**src/rtl/pwm_duty_ctrl.sv**
```systemverilog
// Compare-register generator for the PWM stage: converts a duty/phase request
// into cr1/cr2, ramping the width in bounded steps and publishing only at period boundaries.
module pwm_duty_ctrl #(
  parameter int unsigned PERIOD       = 5000,
  parameter int unsigned STEP         = 250,
  parameter int unsigned RAMP_PERIODS = 4
) (
  input  logic        clock,
  input  logic        reset,
  input  logic        load,
  input  logic [6:0]  duty_in,
  input  logic [15:0] phase_in,
  output logic [15:0] cr1,
  output logic [15:0] cr2,
  output logic        busy,
  output logic        period_tick,
  output logic        clamped,
  output logic [1:0]  fsm_state
);

  localparam logic [15:0] LAST   = 16'(PERIOD - 1);
  localparam logic [15:0] PER16  = 16'(PERIOD);
  localparam logic [15:0] STEP16 = 16'(STEP);
  localparam logic [16:0] UNIT17 = 17'(PERIOD / 100);
  localparam int          RW     = (RAMP_PERIODS > 1) ? $clog2(RAMP_PERIODS) : 1;
  localparam logic [RW-1:0] RLAST = RW'(RAMP_PERIODS - 1);

  typedef enum logic [1:0] {
    S_IDLE = 2'd0,
    S_WAIT = 2'd1,
    S_STEP = 2'd2
  } state_t;

  state_t        state, state_nxt;
  logic [15:0]   pcnt;
  logic [RW-1:0] rcnt, rcnt_nxt;
  logic [15:0]   target, target_nxt, target_new;
  logic [15:0]   width, width_nxt, width_step;
  logic [15:0]   phase;
  logic [6:0]    duty_c;
  logic [16:0]   prod;
  logic [15:0]   gap, amt;
  logic [15:0]   room, sh_cr1, sh_cr2;

  assign period_tick = (pcnt == LAST);
  assign fsm_state   = state;

  // load is a single-cycle strobe with no back-pressure: it is always accepted,
  // and the value present on the cycle load is high is the one latched.
  always_comb begin
    duty_c     = (duty_in > 7'd100) ? 7'd100 : duty_in;
    prod       = 17'(duty_c) * UNIT17;
    target_new = 16'(prod);
    target_nxt = load ? target_new : target;
  end

  always_comb begin
    if (target > width) begin
      gap        = target - width;
      amt        = (gap > STEP16) ? STEP16 : gap;
      width_step = width + amt;
    end else begin
      gap        = width - target;
      amt        = (gap > STEP16) ? STEP16 : gap;
      width_step = width - amt;
    end
  end

  // Shadow compare values: clip the start so the pulse never runs past the period end.
  always_comb begin
    room   = PER16 - width;
    sh_cr1 = (phase < room) ? phase : room;
    sh_cr2 = sh_cr1 + width;
  end

  always_comb begin
    state_nxt = state;
    width_nxt = width;
    rcnt_nxt  = rcnt;
    case (state)
      S_IDLE: begin
        if (load && (target_new != width)) begin
          state_nxt = S_WAIT;
          rcnt_nxt  = '0;
        end
      end
      S_WAIT: begin
        if (period_tick) begin
          if (rcnt == RLAST) begin
            state_nxt = S_STEP;
            rcnt_nxt  = '0;
          end else begin
            rcnt_nxt = rcnt + RW'(1);
          end
        end
      end
      S_STEP: begin
        // Step toward the old target; a same-cycle load decides where we go next.
        width_nxt = width_step;
        rcnt_nxt  = '0;
        state_nxt = (width_step == target_nxt) ? S_IDLE : S_WAIT;
      end
      default: state_nxt = S_IDLE;
    endcase
  end

  always_ff @(posedge clock or negedge reset) begin
    if (!reset) begin
      state   <= S_IDLE;
      pcnt    <= '0;
      rcnt    <= '0;
      target  <= '0;
      width   <= '0;
      phase   <= '0;
      cr1     <= '0;
      cr2     <= '0;
      busy    <= 1'b0;
      clamped <= 1'b0;
    end else begin
      state   <= state_nxt;
      width   <= width_nxt;
      rcnt    <= rcnt_nxt;
      target  <= target_nxt;
      pcnt    <= period_tick ? 16'd0 : pcnt + 16'd1;
      busy    <= (width_nxt != target_nxt);
      clamped <= load && (duty_in > 7'd100);
      if (load) phase <= phase_in;
      if (period_tick) begin
        cr1 <= sh_cr1;
        cr2 <= sh_cr2;
      end
    end
  end

endmodule
```
**config.mk**
```make
export PLATFORM = sky130hd
export DESIGN_NAME = pwm_duty_ctrl
export DESIGN_NICKNAME = d
export VERILOG_FILES = /design/src/rtl/pwm_duty_ctrl.sv
export SDC_FILE = /design/constraint.sdc
export NUM_CORES = 1
export LEC_CHECK = 0
export ABC_AREA = 1
export CAP_MARGIN = 10
export CORE_MARGIN = 2
export CORE_UTILIZATION = 61
export DETAILED_ROUTE_END_ITERATION = 16
export PLACE_DENSITY = 0.82
export SKIP_CTS_REPAIR_TIMING = 1
export SLEW_MARGIN = 20
export SYNTH_ARGS = -nofsm -noshare
export SYNTH_HDL_FRONTEND = slang
export SYNTH_SLANG_ARGS = --single-unit
```
**constraint.sdc**
```tcl
create_clock -name clock -period 6 [get_ports clock]
set_input_delay 1.8 -clock clock [delete_from_list [all_inputs] [get_ports clock]]
set_output_delay 1.8 -clock clock [all_outputs]
set_load 0.05 [all_outputs]
```
# [After elaboration in Yosys (flattened, before gate mapping)]
# Index checks and enable logic that the tools add are counted.
[word_totals] register_bits=102 latch_bits=0 mem_bits_rw=0 romBits=0 out_inout_bits=37 n_memories=0 input_bits=26
[op_classes] n_addsub=8 n_shift=0 eq_ne=10 n_mux=17 n_mul=1 n_bitwise=0 reduce_logical=6 div_mod_pow=0 order_cmp=5
[op_table] op="$mux 16" count=7
[op_table] op="$sub 16x16->16" count=3
[op_table] op="$add 16x16->16" count=2
[op_table] op="$gt 16x8->1 const B" count=2
[op_table] op="$add 16x1->16 const B" count=1
[op_table] op="$eq 16x13->1 const B" count=1
[op_table] op="$eq 16x16->1" count=1
[op_table] op="$gt 16x16->1" count=1
[op_table] op="$lt 16x16->1" count=1
[op_table] op="$ne 13x16->1" count=1
[op_table] op="$ne 16x16->1" count=1
[op_table] op="$sub 13x16->16 const A" count=1
[op_table] op="$mul 7x5->12 const B" count=1
[op_table] op="$mux 2" count=6
[op_table] op="$pmux 2 s3" count=2
[op_table] op="$gt 7x7->1 const B" count=1
[op_table] op="$mux 7" count=1
[op_table] op="$ne 2x2->1 const B" count=3
[op_table] op="$reduce_and 3->1" count=2
[op_table] op="$eq 2x2->1 const B" count=2
[op_table] op="$reduce_bool 3->1" count=1
[op_table] op="$add 2x1->2 const B" count=1
[op_table] op="$eq 2x1->1 const B" count=1
[op_table] op="$logic_and 1x1->1" count=2
[op_table] op="other kinds (2)" count=2

# [Depth between registers and ports, before layout]
# Gate-level depths: netlist of the first run.
[logic_depth] ltp_word=8 ltp_mapped=46 mapped_depth_nobuf=45

# [Worst setup path after synthesis of the first run]
# OpenSTA, ideal clock, no wires.
[synth_timing] path_kind="input -> register" start="input port duty_in[0]" end="register state[0] (netlist: fsm_state[0])" path_slack_ps=687 t_arrival_ps=5193 t_required_ps=5879 path_buffers=0 path_stages=22 setup_time_ps=121 path_cell_list="o21ai_0 nand2_1 nand3_1 inv_1 nor2_1 ha_1 ha_1 fa_1 ha_1 a21oi_1 nand2_1 a21oi_1 o21ai_0 xnor2_1 o21ai_0 xnor2_1 nor2_1 nand4_1 nor2_1 nand2_1 o21ai_1 nand2_1"
[synth_between] elab_chain_cells=7
[synth_rtl] element="start, declared" line_no="11" source="input logic [6:0] duty_in,"
[synth_rtl] element="$gt 7x7->1" line_no="51" source="duty_c = (duty_in > 7'd100) ? 7'd100 : duty_in;"
[synth_rtl] element="$mux 7 (*)" line_no="51"
[synth_rtl] element="$mul 7x5->12 (*)" line_no="52" source="prod = 17'(duty_c) * UNIT17;"
[synth_rtl] element="$mux 16 (*)" line_no="54" source="target_nxt = load ? target_new : target;"
[synth_rtl] element="net target_nxt[10]" line_no="37" source="logic [15:0] target, target_nxt, target_new;"
[synth_rtl] element="$eq 16x16->1 (*)" line_no="101" source="state_nxt = (width_step == target_nxt) ? S_IDLE : S_WAIT;"
[synth_rtl] element="$mux 1 (*)" line_no="101"
[synth_rtl] element="$pmux 2 s3 (*)" line_no="80" source="case (state)"
[synth_rtl] element="end signal, assigned" line_no="120" source="state <= state_nxt;"
[synth_rtl] element="end, declared" line_no="34" source="state_t state, state_nxt;"
# Mark *: on every way through the listed nets, which the timed path passes. The rest lies on a longest branch.
# A chain may end at the register's enable or synchronous reset.

# [Worst setup path after layout of the first run]
[layout_timing] start="register width[0]" end="register cr2[14]"
[layout_between] elab_chain_cells=4
[layout_rtl] element="start, declared" line_no="38" source="logic [15:0] width, width_nxt, width_step;"
[layout_rtl] element="start signal, assigned" line_no="121" source="width <= width_nxt;"
[layout_rtl] element="$sub 13x16->16 (*)" line_no="71" source="room = PER16 - width;"
[layout_rtl] element="$lt 16x16->1" line_no="72" source="sh_cr1 = (phase < room) ? phase : room;"
[layout_rtl] element="$mux 16 (*)" line_no="72"
[layout_rtl] element="net sh_cr1[5]" line_no="43" source="logic [15:0] room, sh_cr1, sh_cr2;"
[layout_rtl] element="$add 16x16->16 (*)" line_no="73" source="sh_cr2 = sh_cr1 + width;"
[layout_rtl] element="end signal, assigned" line_no="130" source="cr2 <= sh_cr2;"
[layout_rtl] element="end, declared" line_no="14" source="output logic [15:0] cr2,"
# Marked as above.

==> results of run 1 <==
-- worst max-delay path: cells and delay by family (launching register included) --
family / cells / cell delay [ns]
buffers and inverters: 4 / 0.69
AOI/OAI and AO/OA: 10 / 1.74
adders and majority gates: 3 / 0.86
DFF: 1 / 0.46
xor gates and xnor gates: 2 / 0.35
and+or+nand+nor: 14 / 1.50
-- cell type report --
type,instances,area share
Clock buffer,10,0.02058
Sequential cell,102,0.2296
Timing Repair Buffer,136,0.1069
Clock inverter,6,0.006297
Tap cell,188,0.02114
Multi-Input combinational cell,1020,0.5547
Inverter,178,0.06072
-- layer usage --
metal  share of wire  track usage
met5               0            0
met3           0.096      0.07554
met1            0.42       0.4756
met4           0.035       0.1170
met2            0.45       0.5433
-- cell usage in the layout (no fill, tap or decap), types with 5 or more instances in the layout --
| cell | Yosys | routed |
|---|---|---|
| inv_2 | 6 | 6 |
| clkbuf_16 | 0 | 9 |
| nand3_2 | 6 | 6 |
| ha_1 | 106 | 104 |
| fa_1 | 6 | 5 |
| nor4_1 | 10 | 8 |
| nand3_1 | 58 | 58 |
| nor2_2 | 7 | 12 |
| o22ai_1 | 6 | 6 |
| nand2_1 | 392 | 387 |
| nor2_1 | 72 | 66 |
| nand2_2 | 7 | 12 |
| o31ai_1 | 8 | 7 |
| a21oi_1 | 80 | 74 |
| or2_2 | 7 | 7 |
| a21oi_2 | 0 | 6 |
| inv_1 | 170 | 169 |
| dfrtp_1 | 102 | 100 |
| xor2_1 | 64 | 61 |
| nand4_1 | 23 | 23 |
| o21ai_0 | 90 | 77 |
| clkinvlp_4 | 0 | 5 |
| xnor2_1 | 20 | 17 |
| nor3_1 | 18 | 15 |
| o21ai_1 | 2 | 12 |
| clkdlybuf4s50_1 | 0 | 61 |
| buf_4 | 3 | 73 |
-- metrics by stage --
stage	setup TNS (ns)	hold WS, ns	std cells	total power [W]
floorplan	0	0.4329	1328	0.001558
global placement	0	0.4526	1616	0.001835
detailed placement	-0.1997	0.4652	1616	0.001862
CTS	-0.04116	0.4843	1632	0.002467
global route	-0.1782	0.4956	1640	0.002700
finish	0	0.4811	1640	0.002538
-- cell families (layout without fill, tap and decap cells) --
kind of cell | count (synthesis) | after routing | synth area share
AO/OA/AOI/OAI | 211 | 211 | 0.1227
AND/OR/NAND/NOR | 613 | 613 | 0.2851
flip-flops | 102 | 102 | 0.2736
buffers and inverters | 206 | 330 | 0.08475
XOR/XNOR | 84 | 84 | 0.07885
adder cells (fa/ha/maj) | 112 | 112 | 0.1550
-- where the power goes --
group	internal (W)	switching, W	total (W)	leakage [nW]
clock network	0.000326	0.000275	0.000601	0.135
registers	0.000718	0.0000370	0.000755	1.35
logic	0.000437	0.000746	0.00118	4.33
total	0.00148	0.00106	0.00254	5.81
-- sequential cells by signal, summed over array words and instances (netlist names), 2 cells and up --
signal / cells
fsm_state: 2
cr2: 16
rcnt: 2
width: 16
cr1: 16
target: 16
phase: 16
pcnt: 16
-- path summary, 6_finish.rpt --
| path | start | to | cells past startpoint |
|---|---|---|---|
| max in group asynchronous | reset | width[1] | 2 |
| setup reg to reg | width[0] | cr2[14] | 33 |
| setup / recovery | width[0] | cr2[14] | 33 |
| min in group asynchronous | reset | pcnt[3] | 1 |
| hold / removal | cr1[12] | cr1[12] | 2 |
| hold reg to reg | cr1[12] | cr1[12] | 2 |
==> key figures, run 1 <==
Logic synthesis
  • Leading area contributor after synthesis: dfrtp_1
  • Top_reg_cell synth: dfrtp_1
  • Synth top area cells: dfrtp_1, nand2_1, ha_1
  • Sequential share of the synthesized area: 0.2736
  • Cell Area, Synth: 9330 µm²
  • Synth unique cells: 44
  • Post-Syn Nets: 1466
  • Top cells by count, synth: nand2_1, inv_1, ha_1
  • #FFs+latches synth: 102
  • Top-area cell type share of the netlist area: 0.2736
  • Yosys Warn Count: 0
  • Most numerous cell in the Yosys netlist: nand2_1
  • EDFF count, synth: 0
  • Synth Area per Inst: 7.026 µm²
  • Asr flop ratio synth: 1.000
  • Synth Instances: 1328

CTS
  • Root buf cell: clkbuf_16
  • Clock buffer depth: 2
  • TritonCTS buffer count: 9
  • H-tree depth: 3
  • Clk slew on worst S/H paths: 0.07 ns
  • CTS tree: done
  • CTS Sinks: 102
  • Worst skew pair latency: 0.36 ns

Global route
  • Initial antenna violation count: 1
  • Total global-route track usage: 0.3457
  • Vias in the first global route: 8791
  • Overflow after GRT: 0
  • First-pass GRT wire length: 44.17 mm
  • Largest net degree at the start of global routing: 54

Final layout
  • Ant diodes: 0
  • Multi-input logic area: 6172 µm²
  • Layout cell share with drive strength beyond 1: 0.1185
  • Fin util: 0.7374
  • Reg area: 2555 µm²
  • Nets@finish: 1585
  • Fillers: 1237
  • Fin area: 11130 µm²
  • P&R area growth vs syn: 19.26%

Timing
  • Worst Tran Pin Value: 0.9923 ns
  • Clock skew: 0.01186 ns
  • Final WS setup: 0.2247 ns
  • FMAX: 173.2 MHz
  • Slew Limit Headroom: 0.3377
  • Fin crit period: 5.775 ns
  • Final Hold Viols: 0
  • Crit share post-route: 0.9625
  • Final Slew Violations: 0
  • Endpoints failing setup: 0

Detailed routing
  • Routed vias: 9388
  • DR vias/cell: 5.724
  • WL final: 27.86 mm
  • Remaining routing DRC violations: 0
  • DR iter-0 viols: 911
  • Number of iterations in the first detailed-routing pass: 6
  • Routed WL per cell: 16.99 µm
  • Routed Antenna Nets: 0

Worst setup path
  • Kind of critical path: reg -> reg
  • Critical Path AT: 5.99 ns
  • CP Capture Type: flop
  • Reg2Reg Setup Slack: 0.22 ns
  • Crit path top cell by count: nand2_1
  • Critical Path RT: 6.21 ns
  • Startpoint Class: flop
  • Crit-path max FO: 9
  • Worst stage delay on the critical path: 0.47 ns
  • CP max-delay cell: o21ai_0

Floorplanning
  • Core box area: 15090 µm²
  • # rows: 45
  • Die height: 127.7 µm
  • Die Wd: 127.7 µm
  • Ports: 63
  • Die area: 16300 µm²
  • Initial core utilization: 0.6183

Place
  • Final GP Congestion: 1.018
  • I/O Buffers: 62
  • Pre-CTS WS: -0.09737 ns
  • Detailed-placement wirelength estimate: 21.97 mm
  • Area after DPL: 10560 µm²

Job
  • Max-cap viol count: 0

Pwr
  • Peak VDD IR: 0.0001698 V
  • Power Density: 228.1 nW/µm²
  • Pleak: 5.814 nW

Outcome
  • Outcome: complete, no violations

Worst hold path
  • HP Class: reg -> reg
(Power assumes the default switching activity.)
==> inputs of run 2 (changes only) <==
- CAP_MARGIN: 10 -> unset
==> results of run 2 <==
No change in the layout: final DEF, timing and power equal those of run 1.
